--- src/rtl/microwave_ctrl_gen.sv ---
// Microwave controller: keypad entry, BCD MM:SS countdown,
// power duty cycling, door interlock and end-of-cook beep.
module microwave_ctrl_gen #(
    parameter int CLK_DIV    = 100,
    parameter int DEBOUNCE   = 4,
    parameter int MIN_DIGITS = 1,
    parameter int BEEP_SEC   = 3
) (
    input  logic                    clk,
    input  logic                    clear,
    input  logic [9:0]              keys,
    input  logic                    start,
    input  logic                    stop,
    input  logic                    cancel,
    input  logic                    power_key,
    input  logic                    door_closed,
    output logic [4*MIN_DIGITS-1:0] minutes,
    output logic [3:0]              tens_sec,
    output logic [3:0]              units_sec,
    output logic [3:0]              power,
    output logic                    magnetron,
    output logic                    beep,
    output logic [2:0]              state
);

    localparam int NDIG = MIN_DIGITS + 2;
    localparam int PW   = $clog2(CLK_DIV);
    localparam int DW   = $clog2(DEBOUNCE + 1);

    localparam logic [PW-1:0] PS_MAX    = PW'(CLK_DIV - 1);
    localparam logic [DW-1:0] DB_MAX    = DW'(DEBOUNCE);
    localparam logic [3:0]    BEEP_LAST = 4'(BEEP_SEC - 1);

    localparam logic [2:0] S_IDLE  = 3'd0;
    localparam logic [2:0] S_SET   = 3'd1;
    localparam logic [2:0] S_COOK  = 3'd2;
    localparam logic [2:0] S_PAUSE = 3'd3;
    localparam logic [2:0] S_DONE  = 3'd4;

    // dig[0] = units, dig[1] = tens, dig[2..] = minutes (lsd first)
    logic [NDIG-1:0][3:0] dig;
    logic [NDIG-1:0][3:0] dig_dec;
    logic [NDIG-1:0][3:0] dig_shift;
    logic                 borrow;

    logic [PW-1:0] presc;
    logic [3:0]    phase;
    logic [3:0]    beep_cnt;

    logic [9:0]    key_q;
    logic [DW-1:0] db_cnt;
    logic          key_lock;
    logic [3:0]    key_digit;

    logic start_q, stop_q, cancel_q, pkey_q;
    logic start_e, stop_e, cancel_e, pkey_e;
    logic tick, accept, time_zero, dec_zero, door_open;

    assign minutes   = dig[NDIG-1:2];
    assign tens_sec  = dig[1];
    assign units_sec = dig[0];

    assign start_e  = start & ~start_q;
    assign stop_e   = stop & ~stop_q;
    assign cancel_e = cancel & ~cancel_q;
    assign pkey_e   = power_key & ~pkey_q;

    assign door_open = ~door_closed;
    assign tick      = (state == S_COOK || state == S_DONE)
                       && presc == PS_MAX;
    assign accept    = (db_cnt == DB_MAX) && !key_lock
                       && (key_q != '0);
    assign time_zero = (dig == '0);
    assign dec_zero  = (dig_dec == '0);

    assign magnetron = (state == S_COOK) && (phase < power)
                       && door_closed;
    assign beep      = (state == S_DONE);

    always_comb begin
        key_digit = 4'd0;
        for (int i = 0; i < 10; i++) begin
            if (key_q[i]) key_digit = 4'(i);
        end
    end

    // Tens reload to 5 on borrow; every other digit reloads to 9.
    always_comb begin
        dig_dec = dig;
        borrow  = 1'b1;
        for (int i = 0; i < NDIG; i++) begin
            if (borrow) begin
                if (dig[i] == 4'd0) begin
                    dig_dec[i] = (i == 1) ? 4'd5 : 4'd9;
                end else begin
                    dig_dec[i] = dig[i] - 4'd1;
                    borrow     = 1'b0;
                end
            end
        end
    end

    assign dig_shift = {dig[NDIG-2:0], key_digit};

    always_ff @(posedge clk or negedge clear) begin
        if (!clear) begin
            start_q  <= 1'b0;
            stop_q   <= 1'b0;
            cancel_q <= 1'b0;
            pkey_q   <= 1'b0;
            key_q    <= '0;
            db_cnt   <= '0;
            key_lock <= 1'b0;
        end else begin
            start_q  <= start;
            stop_q   <= stop;
            cancel_q <= cancel;
            pkey_q   <= power_key;
            key_q    <= keys;
            if (keys == '0) begin
                db_cnt   <= '0;
                key_lock <= 1'b0;
            end else begin
                if (keys != key_q) begin
                    db_cnt <= DW'(1);
                end else if (db_cnt != DB_MAX) begin
                    db_cnt <= db_cnt + DW'(1);
                end
                if (accept) key_lock <= 1'b1;
            end
        end
    end

    always_ff @(posedge clk or negedge clear) begin
        if (!clear) begin
            state    <= S_IDLE;
            dig      <= '0;
            power    <= 4'd10;
            presc    <= '0;
            phase    <= 4'd0;
            beep_cnt <= 4'd0;
        end else begin
            if (state == S_COOK || state == S_DONE) begin
                presc <= tick ? '0 : presc + PW'(1);
            end else begin
                presc <= '0;
            end
            unique case (state)
                S_IDLE, S_SET: begin
                    if (cancel_e) begin
                        state <= S_IDLE;
                        dig   <= '0;
                    end else if (start_e && state == S_SET
                                 && door_closed && !time_zero) begin
                        state <= S_COOK;
                        phase <= 4'd0;
                    end else if (accept) begin
                        dig   <= dig_shift;
                        state <= S_SET;
                    end
                    if (pkey_e) begin
                        power <= (power == 4'd1) ? 4'd10
                                                 : power - 4'd1;
                    end
                end
                S_COOK: begin
                    if (cancel_e) begin
                        state <= S_IDLE;
                        dig   <= '0;
                        power <= 4'd10;
                    end else if (door_open || stop_e) begin
                        state <= S_PAUSE;
                    end else if (tick) begin
                        dig   <= dig_dec;
                        phase <= (phase == 4'd9) ? 4'd0
                                                 : phase + 4'd1;
                        if (dec_zero) begin
                            state    <= S_DONE;
                            beep_cnt <= 4'd0;
                        end
                    end
                end
                S_PAUSE: begin
                    if (cancel_e || stop_e) begin
                        state <= S_IDLE;
                        dig   <= '0;
                    end else if (start_e && door_closed) begin
                        state <= S_COOK;
                    end
                end
                S_DONE: begin
                    if (cancel_e || door_open || stop_e
                        || start_e || accept) begin
                        state <= S_IDLE;
                    end else if (tick) begin
                        if (beep_cnt == BEEP_LAST) begin
                            state <= S_IDLE;
                        end else begin
                            beep_cnt <= beep_cnt + 4'd1;
                        end
                    end
                end
                default: state <= S_IDLE;
            endcase
        end
    end

endmodule

--- config.mk ---
export PLATFORM = sky130hd
export DESIGN_NAME = microwave_ctrl_gen
export DESIGN_NICKNAME = d
export VERILOG_FILES = /design/src/rtl/microwave_ctrl_gen.sv
export SDC_FILE = /design/constraint.sdc
export NUM_CORES = 1
export LEC_CHECK = 0
export CAP_MARGIN = 20
export CORE_UTILIZATION = 50
export DETAILED_ROUTE_END_ITERATION = 7
export PLACE_DENSITY = 0.74
export SYNTH_ARGS = -nofsm -noshare
export SYNTH_HDL_FRONTEND = slang
export SYNTH_SLANG_ARGS = --single-unit
--- constraint.sdc ---
create_clock -name clk -period 2.1 [get_ports clk]
set_clock_uncertainty 0.1 [all_clocks]
set_input_delay 0.525 -clock clk [delete_from_list [all_inputs] [get_ports clk]]
set_output_delay 0.525 -clock clk [all_outputs]
set_load 0.005 [all_outputs]
# Word-level counts from Yosys, hierarchy flattened
# Cells that the tools add are included.
# totals
latchBits	0
romBits	0
memories	0
ramBits	0
wordCells	167
out_inout_bits	21
regBits	52
# classes
order_cmp	1
bitwise	9
n_mul	0
n_eq_ne	33
n_shift	0
mux	64
n_reduce_logical	37
n_addsub	8
div_mod_pow	0
# ops
op	count
$mux 4	27
$mux 12	7
$mux 3	15
$pmux 12 s3	1
$logic_not 12->1	2
$pmux 4 s2	3
$ne 2x2->1 const B	11
$ne 3x3->1 const B	6
$reduce_and 6->1	3
$sub 4x1->4 const B	4
$mux 7	2
$logic_not 4->1	3
$pmux 3 s4	1
$logic_not 10->1	1
$ne 10x10->1	1
$reduce_bool 10->1	1
$logic_and 1x1->1	9
$add 4x1->4 const B	2
$ne 4x3->1 const B	2
$reduce_and 8->1	1
$add 7x1->7 const B	1
$eq 7x7->1 const B	1
$logic_or 1x1->1	7
$eq 3x2->1 const B	2
20 further kinds	39

# Longest topological paths before layout
# Gate-level depths: netlist of run 1.
# logic_depth
ltp_word	13
mapped_depth	9
mapped_depth_nobuf	8

# Worst setup path after synthesis of run 1
# No wires, ideal clock.
# synth_path
kind	input to register
from	input port cancel
to	register dig, in the netlist tens_sec[2]
slack_ns	0.072
arrival_ns	1.807
setup_time_ns	0.121
cell_stages	8
path_cell_list	nor2b_1 clkbuf_1 nor3_1 a21oi_2 o211a_4 buf_6 o21ai_1 a22o_1
# synth_via
elab_chain_len	4
word_cells_on_any_way	11
cone_classes	eq/ne: 5; mux: 3; bitwise: 1; reduce/logical: 2
# synth_lines
element	line_no	text
start, declared	14	input logic cancel,
$and 1x1->1 (*)	65	assign cancel_e = cancel & ~cancel_q;
$logic_or 1x1->1	184	if (cancel_e || stop_e) begin
$ne 2x2->1 (no source line)	n/a	
$reduce_and 6->1 (no source line)	n/a	
end signal, assigned	158	dig <= dig_shift;
end signal, assigned	174	dig <= dig_dec;
end, declared	41	logic [NDIG-1:0][3:0] dig;
# Every way passes the cells marked *; elsewhere a longest branch is shown, timed or not.
# A chain may end at the register's enable or synchronous reset.

# Worst setup path in the final report of run 1
# layout_path
from	register power[1]
to	output port magnetron
# layout_via
elab_chain_len	3
# layout_lines
element	line_no	text
start, declared	20	output logic [3:0] power,
start signal, assigned	162	power <= (power == 4'd1) ? 4'd10
$lt 4x4->1	76	assign magnetron = (state == S_COOK) && (phase < power)
$logic_and 1x1->1	76	
$logic_and 1x1->1	77	&& door_closed;
end, declared	21	output logic magnetron,
# No other way between the ends.

==> flow_results.xml, run 1 <==
<?xml version="1.0" encoding="UTF-8"?>
<metrics>
  <group name="run_status">
    <metric name="status" unit="">finished, violations left</metric>
    <metric name="violations_in_the_final_reports" unit="">negative setup slack</metric>
  </group>
  <group name="power">
    <metric name="total_switching_power" unit="W">0.00158</metric>
    <metric name="swShare" unit="%">36.7</metric>
    <metric name="vdd_drop_max" unit="mV">0.657</metric>
    <metric name="clockPowerShare" unit="%">16.6</metric>
    <metric name="power.density_cell_area" unit="nW/um2">1030</metric>
    <metric name="p_total" unit="W">0.00431</metric>
    <metric name="share_seq_of_total_power" unit="%">32.8</metric>
    <metric name="p_int" unit="W">0.00273</metric>
    <metric name="leak" unit="nW">1.86</metric>
    <metric name="comb_power_share" unit="%">50.6</metric>
  </group>
  <group name="route">
    <metric name="postRouteWirelength" unit="um">7680</metric>
    <metric name="drt-pass1-iter-count" unit="">4</metric>
    <metric name="drc_errors" unit="">0</metric>
    <metric name="routed_wire_length_per_instance" unit="um">15.5</metric>
    <metric name="postRouteAntennaNets" unit="">0</metric>
    <metric name="vias_per_cell" unit="">5.56</metric>
    <metric name="num_vias" unit="">2760</metric>
    <metric name="drt_iter0_markers" unit="">248</metric>
  </group>
  <group name="floorplanning">
    <metric name="num_rows" unit="">27</metric>
    <metric name="die_width" unit="um">79.0</metric>
    <metric name="initial_core_util" unit="%">52.9</metric>
    <metric name="floorplan.die.height" unit="um">79.0</metric>
    <metric name="coreArea" unit="um2">5610</metric>
    <metric name="pin_count" unit="">38</metric>
    <metric name="die_area" unit="um2">6240</metric>
  </group>
  <group name="worst_setup_path">
    <metric name="crit_path_max_fanout" unit="">2</metric>
    <metric name="worstSetupStartpointType" unit="">register</metric>
    <metric name="critical_path.endpoint_type" unit="">output pin</metric>
    <metric name="timing.critical_path.cells" unit="">inv_2 -&gt; ha_4 -&gt; o21ai_2 -&gt; a21boi_2 -&gt; o21ai_1 -&gt; and4b_1 -&gt; buf_2</metric>
    <metric name="critical-path-slowest-cell" unit="">dfstp_2</metric>
    <metric name="r2r_start" unit="">state[2]</metric>
    <metric name="required_time_of_the_critical_path" unit="ns">1.47</metric>
    <metric name="timing.critical_path.from" unit="">power[1]</metric>
    <metric name="crit_family" unit="">flip-flops</metric>
    <metric name="arrival" unit="ns">1.74</metric>
    <metric name="crit_type" unit="">reg -&gt; out</metric>
    <metric name="max_stage_delay" unit="ns">0.55</metric>
    <metric name="sum_of_buffers_and_inverters_on_the_critical_path" unit="">2</metric>
  </group>
  <group name="yosys">
    <metric name="synth-edff-count" unit="">0</metric>
    <metric name="syn_std_cell_area" unit="um2">2960</metric>
    <metric name="yosysUniqueCellTypes" unit="">57</metric>
    <metric name="synthDominantCellAreaShare" unit="%">42.2</metric>
    <metric name="yosys_register_bits" unit="">52</metric>
    <metric name="synth.net_count" unit="">339</metric>
    <metric name="post-synth-top-area-cell" unit="">dfrtp_1</metric>
    <metric name="synthesis.area_per_instance" unit="um2">9.56</metric>
    <metric name="synth_warnings" unit="">0</metric>
    <metric name="ys_async_rst_share" unit="%">100</metric>
    <metric name="synth_flop_cell" unit="">dfrtp_1</metric>
    <metric name="post_synth_main_area_contributors" unit="">dfrtp_1 42%, ha_1 5.1%, o21ai_0 4.9%</metric>
    <metric name="synthMostInstantiatedCell" unit="">dfrtp_1</metric>
    <metric name="syn-instance-count" unit="">310</metric>
    <metric name="synth_sequential_area_ratio" unit="%">44.0</metric>
    <metric name="synth.cells.most_frequent" unit="">50 x dfrtp_1, 34 x nor2_1, 29 x o21ai_0</metric>
  </group>
  <group name="flow_run">
    <metric name="maxCapViolations" unit="">0</metric>
  </group>
  <group name="finish">
    <metric name="post_synthesis_to_final_layout_area_growth" unit="%">41.7</metric>
    <metric name="layout_cell_share_with_drive_strength_beyond_1" unit="%">27.8</metric>
    <metric name="antenna_cells" unit="">0</metric>
    <metric name="number_of_nets_in_the_final_layout" unit="">452</metric>
  </group>
  <group name="sta">
    <metric name="rsz0062_at_grt" unit="">yes</metric>
    <metric name="setup_ws" unit="ns">-0.264</metric>
    <metric name="report.final.hold_viol_count" unit="">0</metric>
    <metric name="setup_viol" unit="">9</metric>
    <metric name="finalCritPeriodShare" unit="%">113</metric>
    <metric name="final.hold.worst_slack" unit="ns">0.0495</metric>
    <metric name="max_transition_margin" unit="%">54.8</metric>
    <metric name="layout_min_cycle_time" unit="ns">2.36</metric>
    <metric name="max_freq" unit="MHz">423</metric>
    <metric name="fin_setup_tns" unit="ns">-0.718</metric>
    <metric name="max_transition_viols_final" unit="">0</metric>
    <metric name="max_slew.worst_pin.slew" unit="ns">0.676</metric>
  </group>
  <group name="global_routing">
    <metric name="number_of_antenna_violations_at_the_first_check_in_global_routing" unit="">0</metric>
    <metric name="maximum_number_of_pins_on_one_net_before_global_route_repair" unit="">21</metric>
    <metric name="first_global_vias" unit="">2811</metric>
    <metric name="grt_pass1_wl" unit="um">12600</metric>
    <metric name="global_route.usage.total" unit="%">25.8</metric>
    <metric name="grt_overflow_total" unit="">0</metric>
  </group>
  <group name="place">
    <metric name="post-dp-hpwl" unit="um">5550</metric>
    <metric name="port_buffers" unit="">37</metric>
    <metric name="pre_cts_ws" unit="ns">-0.543</metric>
    <metric name="routabilityCongestion" unit="">0.893</metric>
  </group>
  <group name="clocking">
    <metric name="cts_buf_count" unit="">5</metric>
    <metric name="worst_skew_pair.late_latency" unit="ns">0.31</metric>
    <metric name="cts_sinks" unit="">52</metric>
    <metric name="hold_buffers" unit="">0</metric>
    <metric name="cts_max_level" unit="">2</metric>
    <metric name="cts_root_buf" unit="">clkbuf_8</metric>
    <metric name="max-clock-path-buffers" unit="">2</metric>
    <metric name="clk_pin_slew" unit="ns">0.10</metric>
    <metric name="clock_tree_from_tritoncts" unit="">done</metric>
  </group>
  <group name="worst_hold_path">
    <metric name="holdCritPathClass" unit="">in -&gt; async</metric>
  </group>
</metrics>
==> path summary, 6_finish.rpt <==
kind                               to  slack, ns  cells past startpoint
setup / recovery            magnetron      -0.26                      7
hold / removal               phase[2]       0.05                      1
setup reg to reg           minutes[1]      -0.03                      8
hold reg to reg              presc[0]       0.37                      1
max in group asynchronous    state[2]       1.31                      2
min in group clk             presc[0]       0.37                      1
==> layout by cell type, fill, tap and decap left out, types with 11 or more instances in the layout <==
cell / n
dfrtp_1: 50
nor2_1: 34
ha_1: 11
inv_1: 17
nand2_1: 23
clkdlybuf4s50_1: 32
buf_4: 74
o21ai_0: 22
a21oi_1: 12
xnor2_1: 12
==> registers in the layout, summed over array words and instances (netlist names), 3 cells and up <==
signal	count
beep_cnt	4
key_q	10
minutes	4
presc	7
tens_sec	4
units_sec	4
db_cnt	3
state	3
power	4
phase	4
==> cells by family after synthesis <==
group / Yosys count / share of synthesized area, %
simple gates: 118 / 22.3
compound gates: 84 / 19.3
flops: 52 / 44.0
buf+inv: 26 / 3.84
xor+xnor: 16 / 4.73
fa+ha+maj: 12 / 5.07
mux: 2 / 0.718
==> metal layers <==
layer,vias up,share of wire [%],GRT usage (%)
met5,-,0,0
met3,9,3.6,3.10
met4,0,1.3,9.09
met2,77,52,46.3
met1,1340,43,31.7
li1,1334,-,-
==> per-stage QoR <==
stage | instances | cell area (um2) | utilization (%)
after floorplan | 310 | 2960 | -
after global placement | 483 | 3930 | 70.0
after detailed placement | 483 | 3930 | 70.0
after CTS | 492 | 4080 | 72.8
after global routing | 496 | 4200 | 74.9
final | 496 | 4200 | 74.9
==> final cells by class <==
cell class	count	area (um2)
timing repair buffer	114	958
tap	72	90.1
inverter	18	67.6
clock inverter	3	46.3
clock buffer	5	68.8
sequential	52	1300
multi-input combinational	232	1670
fill	420	1410
==> power groups by stage <==
stage | registers (W) | logic [W] | clock network, W
floorplan | 0.00149 | 0.000894 | 0
global placement | 0.00141 | 0.00194 | 0
detailed placement | 0.00142 | 0.00201 | 0
CTS | 0.00141 | 0.00206 | 0.000730
global route | 0.00144 | 0.00237 | 0.000762
finish | 0.00141 | 0.00218 | 0.000714
==> what timing repair did <==
item | 4_1_cts | 5_1_grt
setup endpoints to repair | 17 | 26
gates cloned | 0 | 0
buffers inserted | 1 | 4
gates resized for setup | 16 | 23
pin swaps | 4 | 5
No activity file was read; power rests on OpenSTA's default activity.
==> run 2: changes to the inputs <==
Settings changed: SLEW_MARGIN set to 15.
==> results of run 2 <==
No change in the layout: final DEF, timing and power equal those of run 1.
